**src/rtl/cpu_trace_pkg.sv**
```systemverilog
// Shared types and constants for the CPU trace monitor.
package cpu_trace_pkg;

    typedef enum logic [1:0] {StIdle, StRun, StHalted, StTimeout} mon_state_t;

    localparam logic [1:0] KIND_WR   = 2'b01;
    localparam logic [1:0] KIND_OUT  = 2'b10;
    localparam logic [1:0] KIND_BOTH = 2'b11;

    // Entry layout, MSB first: {kind, pc, addr, data, out}.
    function automatic int unsigned entry_width(input int unsigned pc_w,
                                                input int unsigned addr_w,
                                                input int unsigned data_w);
        return 2 + pc_w + addr_w + 2 * data_w;
    endfunction

endpackage

```
**src/rtl/trace_fifo.sv**
```systemverilog
// First-word-fall-through FIFO with sticky overflow.
// TRACE_OVERWRITE_EN: a push into a full FIFO replaces the oldest entry instead of being dropped.
module trace_fifo #(
    parameter int unsigned WIDTH = 8,
    parameter int unsigned DEPTH = 16
) (
    input  logic                     clk,
    input  logic                     rst,
    input  logic                     clr,
    input  logic                     push,
    input  logic [WIDTH-1:0]         wdata,
    input  logic                     pop,
    output logic [WIDTH-1:0]         rdata,
    output logic                     valid,
    output logic [$clog2(DEPTH):0]   count,
    output logic                     overflow
);

    localparam int unsigned AW = $clog2(DEPTH);
    localparam logic [AW:0] FULL_CNT = (AW+1)'(DEPTH);
    localparam logic [AW:0] CNT_ONE = (AW+1)'(1);
    localparam logic [AW-1:0] PTR_ONE = AW'(1);

    logic [WIDTH-1:0] mem_q [DEPTH];
    logic [AW-1:0]    wr_ptr_q, rd_ptr_q;
    logic [AW:0]      count_q, count_d;
    logic             overflow_q;
    logic             full, do_pop, drop, wr_en, adv_rd;

    assign full   = (count_q == FULL_CNT);
    assign do_pop = pop && (count_q != '0);
    assign drop   = push && full && !do_pop;

`ifdef TRACE_OVERWRITE_EN
    assign wr_en  = push;
    assign adv_rd = do_pop || drop;
`else
    assign wr_en  = push && !drop;
    assign adv_rd = do_pop;
`endif

    always_comb begin
        count_d = count_q;
        if (wr_en && !adv_rd) begin
            count_d = count_q + CNT_ONE;
        end else if (!wr_en && adv_rd) begin
            count_d = count_q - CNT_ONE;
        end
    end

    always_ff @(posedge clk or posedge rst) begin
        if (rst) begin
            wr_ptr_q   <= '0;
            rd_ptr_q   <= '0;
            count_q    <= '0;
            overflow_q <= 1'b0;
        end else if (clr) begin
            wr_ptr_q   <= '0;
            rd_ptr_q   <= '0;
            count_q    <= '0;
            overflow_q <= 1'b0;
        end else begin
            if (wr_en) wr_ptr_q <= wr_ptr_q + PTR_ONE;
            if (adv_rd) rd_ptr_q <= rd_ptr_q + PTR_ONE;
            count_q <= count_d;
            if (drop) overflow_q <= 1'b1;
        end
    end

    // Storage needs no reset: the head is masked whenever the FIFO is empty.
    always_ff @(posedge clk) begin
        if (wr_en && !clr) mem_q[wr_ptr_q] <= wdata;
    end

    assign valid    = (count_q != '0);
    assign rdata    = valid ? mem_q[rd_ptr_q] : '0;
    assign count    = count_q;
    assign overflow = overflow_q;

endmodule

```
**src/rtl/cpu_trace_monitor.sv**
```systemverilog
// Run-control and trace monitor: halt/timeout FSM, RUN cycle counter, write/out-change trace.
// Trace FIFO full behaviour selectable via TRACE_OVERWRITE_EN (see trace_fifo).
module cpu_trace_monitor
    import cpu_trace_pkg::*;
#(
    parameter int unsigned ADDR_WIDTH     = 6,
    parameter int unsigned DATA_WIDTH     = 16,
    parameter int unsigned PC_WIDTH       = 6,
    parameter int unsigned DEPTH          = 16,
    parameter int unsigned TIMEOUT_CYCLES = 5000
) (
    input  logic                      clk,
    input  logic                      rst,
    input  logic                      en,
    input  logic                      clr,
    input  logic                      we,
    input  logic [ADDR_WIDTH-1:0]     addr,
    input  logic [DATA_WIDTH-1:0]     data,
    input  logic [DATA_WIDTH-1:0]     out,
    input  logic [PC_WIDTH-1:0]       pc,
    input  logic                      status,
    input  logic                      trc_rd,
    output logic                      trc_valid,
    output logic [1:0]                trc_kind,
    output logic [PC_WIDTH-1:0]       trc_pc,
    output logic [ADDR_WIDTH-1:0]     trc_addr,
    output logic [DATA_WIDTH-1:0]     trc_data,
    output logic [DATA_WIDTH-1:0]     trc_out,
    output logic [$clog2(DEPTH):0]    trc_count,
    output logic                      overflow,
    output logic                      halted,
    output logic                      timeout,
    output logic [31:0]               cycle_cnt
);

    localparam int unsigned EW = entry_width(PC_WIDTH, ADDR_WIDTH, DATA_WIDTH);
    localparam logic [31:0] TO_LAST = 32'(TIMEOUT_CYCLES - 1);

    mon_state_t            state_q, state_d;
    logic [DATA_WIDTH-1:0] prev_out_q;
    logic [31:0]           cycle_cnt_q;
    logic [1:0]            kind;
    logic                  capture;
    logic [EW-1:0]         push_entry, head_entry;

    assign kind       = {(out != prev_out_q), we};
    assign capture    = (state_q == StRun) && (kind != 2'b00);
    assign push_entry = {kind, pc, addr, data, out};

    always_comb begin
        state_d = state_q;
        unique case (state_q)
            StIdle:    if (en) state_d = StRun;
            StRun: begin
                // Halt takes priority over a coincident timeout.
                if (status) state_d = StHalted;
                else if (cycle_cnt_q == TO_LAST) state_d = StTimeout;
            end
            StHalted:  state_d = StHalted;
            StTimeout: state_d = StTimeout;
        endcase
        if (clr) state_d = StIdle;
    end

    always_ff @(posedge clk or posedge rst) begin
        if (rst) begin
            state_q     <= StIdle;
            prev_out_q  <= '0;
            cycle_cnt_q <= '0;
        end else begin
            state_q    <= state_d;
            prev_out_q <= out;
            if (clr) begin
                cycle_cnt_q <= '0;
            end else if (state_q == StRun && cycle_cnt_q != '1) begin
                cycle_cnt_q <= cycle_cnt_q + 32'd1;
            end
        end
    end

    trace_fifo #(
        .WIDTH (EW),
        .DEPTH (DEPTH)
    ) u_fifo (
        .clk      (clk),
        .rst      (rst),
        .clr      (clr),
        .push     (capture),
        .wdata    (push_entry),
        .pop      (trc_rd),
        .rdata    (head_entry),
        .valid    (trc_valid),
        .count    (trc_count),
        .overflow (overflow)
    );

    assign {trc_kind, trc_pc, trc_addr, trc_data, trc_out} = head_entry;
    assign halted    = (state_q == StHalted);
    assign timeout   = (state_q == StTimeout);
    assign cycle_cnt = cycle_cnt_q;

endmodule

```
**config.mk**
```make
export PLATFORM = sky130hd
export DESIGN_NAME = cpu_trace_monitor
export DESIGN_NICKNAME = d
export VERILOG_FILES = /design/src/rtl/cpu_trace_pkg.sv /design/src/rtl/trace_fifo.sv /design/src/rtl/cpu_trace_monitor.sv
export SDC_FILE = /design/constraint.sdc
export NUM_CORES = 1
export LEC_CHECK = 0
export BUFFER_PORTS_ARGS = -buffer_cell sky130_fd_sc_hd__buf_2
export CAP_MARGIN = 10
export CORE_MARGIN = 2
export CORE_UTILIZATION = 44
export DETAILED_ROUTE_END_ITERATION = 7
export SETUP_SLACK_MARGIN = 0.2
export SLEW_MARGIN = 0
export SYNTH_ARGS = -nofsm -noshare
export SYNTH_HDL_FRONTEND = slang
export SYNTH_SLANG_ARGS = --single-unit
```
**constraint.sdc**
```tcl
create_clock -name clk -period 5.32 [get_ports clk]
set_input_delay 0.798 -clock clk [delete_from_list [all_inputs] [get_ports clk]]
set_output_delay 0.798 -clock clk [all_outputs]
set_load 0.01 [all_outputs]
```
### Yosys cells after proc, flatten, opt, wreduce, memory -nomap -nowiden

Memories as Yosys holds them, arrays and structs flattened.
Cells that the tools add are included.

* add/subtract/negate cells: 5
* equal/unequal tests: 9
* mux-type cells: 19
* reductions and logical operators: 22

Operators with widths (number)
* 32-bit two-way mux: 2
* 46-bit two-way mux: 1
* 32-bit by 1-bit adder with 32-bit output, second input constant: 1
* 32-bit by 13-bit equality test with 1-bit output, second input constant: 1
* 32-bit != test, second input constant: 1
* 4-bit two-way mux: 4
* 16-bit != test: 1
* 5-bit two-way mux: 3
* 2-bit nonzero test: 5
* 1-bit logical AND: 9
* 4-bit by 1-bit adder with 4-bit output, second input constant: 2
* 2-bit two-way mux: 4
* 2-bit one-hot mux with 4 select lines: 1
* 5-bit by 1-bit adder with 5-bit output, second input constant: 1
* 5-bit equality test, second input constant: 1
* 5-bit nonzero test: 1
* 5-bit by 1-bit subtractor with 5-bit output, second input constant: 1
* 2-bit equality test, second input constant: 2
* 1-bit logical NOT: 4
* 1-bit two-way mux: 4
* 4-bit != test, second input constant: 1
* 3-bit != test, second input constant: 1
* 3-bit nonzero test: 1
* 2-bit by 1-bit equality test with 1-bit output, second input constant: 1
* other kinds (2): 2

* flip-flop bits (word level): 64
* RAM bits: 736
* input port bits: 51
* output and inout port bits: 87
* logic and storage cells: 63
* memories kept: 1

Memories
* u_fifo.mem_q: words 16, width 46, rd ports 1, clocked after memory_dff 0, write ports 1, line trace_fifo.sv:24 `logic [WIDTH-1:0] mem_q [DEPTH];`

### Logic depth before layout (Yosys ltp)

Gate-level depths: netlist of the first run.

* word-level depth: 12
* depth in mapped cells: 11
* depth with buffers taken out: 11

### Cells and area by module

From an unflattened synthesis of the first run, not the netlist that was laid out.

* cells, all modules: 1497
* area, all modules: 31392.6 µm²

By module, submodules not included
* trace_fifo: instances 1, cells an instance 1242, area each 28846.4 µm², sequential area each 22451.5 µm²
* cpu_trace_monitor: instances 1, cells an instance 255, area each 2546.2 µm², sequential area each 1251.2 µm²

### Worst setup path after synthesis of the first run

No wires, ideal clock.

* kind: in2reg
* start: input out[11]
* end: memory u_fifo.mem_q[4][0] (netlist bit) (enable)
* setup time: 0.450 ns
* arrival time: 4.012 ns
* data required time: 4.870 ns
* setup slack: 0.859 ns
* stages: 6
* buffers on the path: 0
* cells stage by stage: xor2_1 > nor4_1 > nand4_1 > o21ai_2 > or4_1 > nor2_1

* longest elaborated chain between the ends: 10

RTL lines
* from (decl): line cpu_trace_monitor.sv:19 `input logic [DATA_WIDTH-1:0] out,`
* 16-bit != test (*): line cpu_trace_monitor.sv:46 `assign kind = {(out != prev_out_q), we};`
* net kind[1]: line cpu_trace_monitor.sv:42 `logic [1:0] kind;`
* 2-bit nonzero test (*): line cpu_trace_monitor.sv:47 `assign capture = (state_q == StRun) && (kind != 2'b00);`
* 1-bit logical AND (*): line cpu_trace_monitor.sv:47
* 1-bit logical AND (2 in a row): line trace_fifo.sv:32 `assign drop = push && full && !do_pop;`
* 1-bit logical NOT: line trace_fifo.sv:38 `assign wr_en = push && !drop;`
* 1-bit logical AND (*): line trace_fifo.sv:38
* 1-bit logical AND (*): line trace_fifo.sv:72 `if (wr_en && !clr) mem_q[wr_ptr_q] <= wdata;`
* 1-bit two-way mux (*): line trace_fifo.sv:72
* 1-bit two-way mux (implied by the code) (*): line trace_fifo.sv:72
* to (decl): line trace_fifo.sv:24

The timed path passes the listed nets; every way through them passes the cells marked *.

### Final worst setup path of the first run

* start: register u_fifo.rd_ptr_q[1]
* end: output trc_pc[3]

* longest elaborated chain between the ends: 2

RTL lines
* from (decl): line trace_fifo.sv:25 `logic [AW-1:0] wr_ptr_q, rd_ptr_q;`
* from (signal assigned): line trace_fifo.sv:64 `if (adv_rd) rd_ptr_q <= rd_ptr_q + PTR_ONE;`
* memory 16 x 46 bit
* 46-bit two-way mux: line trace_fifo.sv:76 `assign rdata = valid ? mem_q[rd_ptr_q] : '0;`
* to (decl): line cpu_trace_monitor.sv:25 `output logic [PC_WIDTH-1:0] trc_pc,`

No other way between the ends.

==> results.md, run 1 <==
- Outcome: completed
- CTS tree: done
- Compound-Gate Fraction of Synth Area: less than 1%
- CTS root buffer: clkbuf_16
- Place WS: 1.02 ns
- Syn avg cell area: 21.9 um^2
- Clk sink count: 800
- Main combinational cell family by area after synthesis: multiplexers
- Xor-xnor portion of the synthesized cell area: 1.28%
- Combinational group share of total power: 17.3%
- Max Cap Viol: 0
- Post-synthesis sequential area ratio: approximately three quarters
- Initial antenna violation count: 8
- Share of power burned in registers: 46.1%
- Startpoint types: register
- Final Setup Violations: 0
- Switch share: 25.2%
- First-iteration detailed-routing DRC count: 1178
- Mapped cell area: 0.0314 mm^2
- Fmax: 239 MHz
- Layout cells sized above 1: about a third
- DRC: 0
- Synthesized flop and latch total: 800
- Routed wire length: 69300 um
- Simple-gate share of the synthesized area: between 4 and 5%
- Worst EP arrival: ~3.4 ns
- Rows: 97
- EDFF count, synth: 736
- Count of cell types in the netlist: 52
- Core Area: 0.0704 mm^2
- Internal: 11.4 mW
- Mux share of post-synthesis cell area: around 17%
- Reg2reg start: u_fifo.count[0]
- Clock Path Buffers: 3
- HP Class: in2async
- Htree depth: 3
- Critical path fanouts, max: 51
- Max-slew headroom: between 30 and 40%
- DR vias: 14800
- Cts bufs inserted: 82
- Post-Synth Adder-Cell Area: 0.462%
- 1st-pass router iterations: 5
- Global-route wire length before repair: approximately 100000 um
- Total track usage: 19.1%
- Ys Warns: 0
- Hold_buf cts: 0
- VDD IR max: 0.211 mV
- Die area: 0.0735 mm^2
- Port-buffer cells: between 100 and 150
- TNS Setup: 0 ns
- Post-route minimum period: 4.19 ns
- Routability congestion estimate: 0.780
- Number of gates resized after CTS: 0
- Area growth syn-to-layout: 14.8%
- WL per Instance: 26.3 um
- Vias/cell: 5.64
- Nets: 1686
- Clock latency on the worst-skew pair: 0.63 ns
- Worst endpoint required time: ~4.5 ns
- RSZ-0062 raised after global routing: no
- Most common cell after layout, fill and taps aside: edfxtp_1
- FILL cells: 5590
- Commonest cells after routing, fill and taps aside: 736 x edfxtp_1, 230 x mux4_2, 137 x buf_2
- FFs w/ async S/R, synth: 8.00%
- Tcrit/Tclk final: around 79%
- Final ANT Viol Nets: 0
- Post-route setup slack: 1.13 ns
- Pin count of the biggest net entering global routing: between 50 and 60
- Max-slew violations: 0
- Syn Nets: 1498
- DP HPWL: 39500 um
- Worst slew pin tran: ~1.0 ns
- Clock-pin slew on the worst setup and hold paths: 0.06 ns
- Crit end category: output pin
- Fin. Hold Viols: 0
- Power per cell area: between 400 and 500 mW/mm^2
- # IOs: ~140
- Vias in the first global route: 15800
- Post-Route Skew: 0.0228 ns
- Sw Pwr: 3.85 mW
- Post-CTS Setup Inserts: 0
- Total gr overflow: 0
- P_leak: 11.5 nW
- Die Y: 271 um
- Cells after synthesis: between 1000 and 1500
- Clk pwr share: 36.6%
- Worst setup path class: reg2out
- Top_reg_cell synth: edfxtp_1
- Crit. Startpoint: u_fifo.rd_ptr_q[1]
- Initial Util: around 45%
- Die Width: between 200 and 300 um
==> registers in the layout, summed over array words and instances, names as in the netlist <==
signal / count
cycle_cnt: 32
prev_out_q: 16
state_q: 2
u_fifo.overflow: 1
u_fifo.rd_ptr_q: 4
u_fifo.wr_ptr_q: 4
u_fifo.count: 5
u_fifo.mem_q: 736
==> power by group through the flow <==
stage               clock (mW)  combinational (mW)  sequential (mW)
floorplan                    0                1.80             7.10
global placement             0                2.69             7.18
detailed placement           0                2.71             7.19
CTS                       5.72                2.72             7.06
global route              5.96                2.85             7.06
finish                    5.60                2.65             7.05
==> layer usage <==
layer  share of wire (%)  global-route usage (%)  vias to the layer above
li1                    -                       -                     6325
met1                  43                    26.9                     8000
met2                  50                    31.2                      416
met3                 5.4                    3.53                       94
met4                 1.6                    4.64                        8
met5               0.069                       0                        -
==> path summary, 6_finish.rpt <==
check	end	slack, ns	cells past startpoint
max in group asynchronous	prev_out_q[9]	4.04	3
worst min-delay path	cycle_cnt[25]	0.27	2
worst max-delay path	trc_pc[3]	1.13	5
worst max register to register	u_fifo.mem_q[6][31]	1.70	7
min in group clk	state_q[0]	0.36	2
worst min register to register	u_fifo.overflow	0.51	2
==> logic make-up (layout without fill, tap and decap cells) <==
logic type,count (synthesis),after routing
and+or+nand+nor,220,220
buffers and inverters,84,338
DFF,800,800
other,0,3
AOI/OAI and AO/OA,40,40
muxes,235,235
adders and majority gates,11,11
xor gates and xnor gates,46,46
==> final cells by class <==
class,instances,area [um^2],share of cell area [%]
repair buffers,172,1050,2.91
diodes,3,7.51,0.0208
multi-input cells,552,7410,20.6
clock buffers,123,2340,6.49
clock inverters,27,269,0.747
well taps,940,1180,3.26
flip-flops and latches,800,23700,65.8
inverters,16,60.1,0.167
==> through the flow <==
step	total power, mW	std cells	instance area, um^2	hold slack [ns]	utilization, %
2_1_floorplan	8.90	1436	31400	0.544	-
3_3_place_gp	9.87	2480	33400	0.508	47.5
3_5_place_dp	9.90	2480	33400	0.512	47.5
4_1_cts	15.5	2630	36000	0.261	51.2
5_1_grt	15.9	2630	36000	0.300	51.2
6_report	15.3	2633	36000	0.269	51.2
==> critical path, cell delays in order (launching register included) <==
cell,delay (ns)
dfrtp_4,1.05
buf_4,0.44
mux4_2,0.45
mux4_2,0.47
nor2b_1,0.15
buf_2,0.16
==> synthesized netlist by cell type (all sizes together) (2+ instances only) <==
library cell,n,area share (%)
ha,10,0.40
xnor2,24,0.67
clkbuf,37,0.44
nor2,54,0.65
and2,8,0.16
o21ai,15,0.25
buf,31,0.59
nand2b,4,0.080
or4,4,0.11
nand3,13,0.21
nor3,15,0.33
nor2b,50,1.0
nor4,15,0.43
and3,6,0.12
o211ai,2,0.064
nand4,10,0.22
a21oi,17,0.27
mux2i,2,0.064
nand2,23,0.28
xor2,22,0.61
mux4,230,17
inv,16,0.19
dfrtp,64,5.1
and4,4,0.11
nor4b,2,0.10
edfxtp,736,70
or3,8,0.16
mux2,3,0.11
Note: power is estimated with default switching activity, not from simulation.
==> run 2: changes to the inputs <==
Clock period 5.32 ns to 3.7 ns, I/O delays scaled along.
==> run 2 against run 1 <==
Clock power rose by 48%. First-iteration DRC count rose by 3.3%. Core utilization rose by 2.1 points. Total power rose by 50%. Sequential cell count did not move. Sequential power rose by 43%. Final area rose by 4.1%. Sequential share of layout area fell by 2.6 points. Via count rose by 4.1%. Worst hold slack got worse by 0.14 ns. Final cell count rose by 3.2%. Critical path type unchanged. Critical endpoint is now trc_data[13].
==> results.md, run 2 (synthesized netlist as in run 1, its figures left out) <==
- Outcome: completed
- Slowest cell on crit path: mux4_2
- Ant diodes: 0
- Vias/cell: 5.69
- Die Width: 271 um
- P_leak: 12.2 nW
- Layout cells sized above 1: 36.1%
- Die Y: ~270 um
- Worst endpoint required time: 3.14 ns
- Critical path fanouts, max: 6
- Htree depth: 3
- Crit end category: output pin
- Max-slew headroom: 48.9%
- Nets: around 1800
- Fmax: 288 MHz
- Startpoint types: register
- Vias in the first global route: 16200
- Total track usage: 19.8%
- Commonest cells after routing, fill and taps aside: 736 x edfxtp_1, 230 x mux4_2, 136 x buf_2
- Core Area: 0.0704 mm^2
- Port-buffer cells: between 100 and 150
- RSZ-0062 raised after global routing: yes
- Internal: 17.2 mW
- WL per Instance: 26.7 um
- Switch share: 24.9%
- Worst hold slack: 0.126 ns
- Clk sink count: 800
- Global-route wire length before repair: 107000 um
- Post-route minimum period: 3.47 ns
- VDD IR max: 0.359 mV
- Worst slew pin tran: between 0.7 and 0.8 ns
- # IOs: around 140
- 1st-pass router iterations: 5
- HP Class: in2reg
- Routed wire length: 72600 um
- Sw Pwr: 5.70 mW
- Area growth syn-to-layout: 19.5%
- Die area: 0.0735 mm^2
- Final ANT Viol Nets: 0
- DP Cell Count: 2533
- CTS tree: done
- Top reg by flops: u_fifo.mem_q
- Post-Route Skew: roughly 0.025 ns
- Share of power burned in registers: a little over two fifths
- Clk pwr share: 36.1%
- Cts bufs inserted: 83
- Combinational group share of total power: between 20% and 30%
- Max reg flops: 736
- Clock-pin slew on the worst setup and hold paths: around 0.06 ns
- Cell Count, Final, Fillers Out: 2718
- Power per cell area: ~600 mW/mm^2
- DRC: 0
- Initial Util: between 40 and 50%
- Final Setup Violations: 0
- Tcrit/Tclk final: 93.8%
- First-iteration detailed-routing DRC count: 1217
- CTS root buffer: clkbuf_16
- DR vias: 15500
- Routability congestion estimate: roughly 0.81
- Rows: 97
- Max Cap Viol: 0
- Worst-path cell chain: buf_12 -> buf_16 -> buf_12 -> mux4_2 -> mux4_2 -> nor2b_1 -> buf_2
- Total gr overflow: 0
- DP HPWL: 42000 um
- Clock Path Buffers: 3
- Most common cell after layout, fill and taps aside: edfxtp_1
- Initial antenna violation count: 4
- Crit-path max cell delay: ~0.53 ns
- Pin count of the biggest net entering global routing: 40
- Max-slew violations: 0
- Fin. Hold Viols: 0
- Worst setup path class: reg2out
- Clock latency on the worst-skew pair: between 0.6 and 0.7 ns
- Finished Core Util: 53.3%
- Worst EP arrival: between 2 and 3 ns
- TNS Setup: 0 ns
-- run 2: what timing repair did --
action	in CTS	in global routing
hold buffers	1	0
setup endpoints to repair	46	31
gates resized for setup	7	14
cloned	2	9
setup buffers	11	8
pin swaps	0	1
hold endpoints to repair	19	0
-- run 2: worst paths after layout --
check                                          end          startpoint  slack [ns]  cells after the start
worst min-delay path                    state_q[0]              status        0.13                      2
worst max-delay path                  trc_data[13]  u_fifo.rd_ptr_q[0]        0.23                      7
max in group asynchronous       u_fifo.rd_ptr_q[3]                 rst        2.38                      4
worst min register to register     u_fifo.overflow     u_fifo.overflow        0.53                      2
worst max register to register     u_fifo.count[4]     u_fifo.count[0]        0.47                     10
min in group asynchronous            cycle_cnt[25]                 rst        0.47                      3
-- run 2: metrics by stage --
| step | power [mW] | setup slack [ns] | cell area (um^2) |
|---|---|---|---|
| 5_1_grt | 23.8 | 0.158 | 37500 |
| 6_report | 22.9 | 0.230 | 37500 |
| 2_1_floorplan | 12.8 | -0.518 | 31400 |
| 3_3_place_gp | 14.3 | 0.168 | 34200 |
| 3_5_place_dp | 14.4 | 0.190 | 34200 |
| 4_1_cts | 22.8 | 0.144 | 37200 |
-- run 2: cell type report --
cell class              count  area (um^2)
clock buffers             108         2260
clock inverters            46          448
multi-input cells         552         7430
flip-flops and latches    800        23700
inverters                  16         60.1
well taps                 940         1180
fillers                  5429        32900
repair buffers            256         2420
-- run 2: worst max-delay path, delay by kind of cell, from the launching register on --
kind | cells | cell delay (ns)
multiplexers | 2 | 1.00
flip-flops | 1 | 0.51
buffers and inverters | 4 | 0.59
AND/OR/NAND/NOR | 1 | 0.17
-- run 2: power by group through the flow --
stage	Sequential [mW]	Combinational, mW	Clock (mW)
2_1_floorplan	10.2	2.59	0
3_3_place_gp	10.3	4.04	0
3_5_place_dp	10.3	4.05	0
4_1_cts	10.1	4.31	8.45
5_1_grt	10.1	4.92	8.79
6_report	10.1	4.59	8.27
-- run 2: per-layer routing --
layer | part of all wire, % | GRT usage, % | vias to the layer above | routed length [um]
li1 | - | - | 6521 | -
met1 | 43 | 27.9 | 8315 | 31000
met2 | 49 | 32.1 | 514 | 35700
met3 | 6.2 | 3.59 | 99 | 4460
met4 | 2.0 | 5.71 | 6 | 1420
met5 | 0.045 | 0 | - | 33
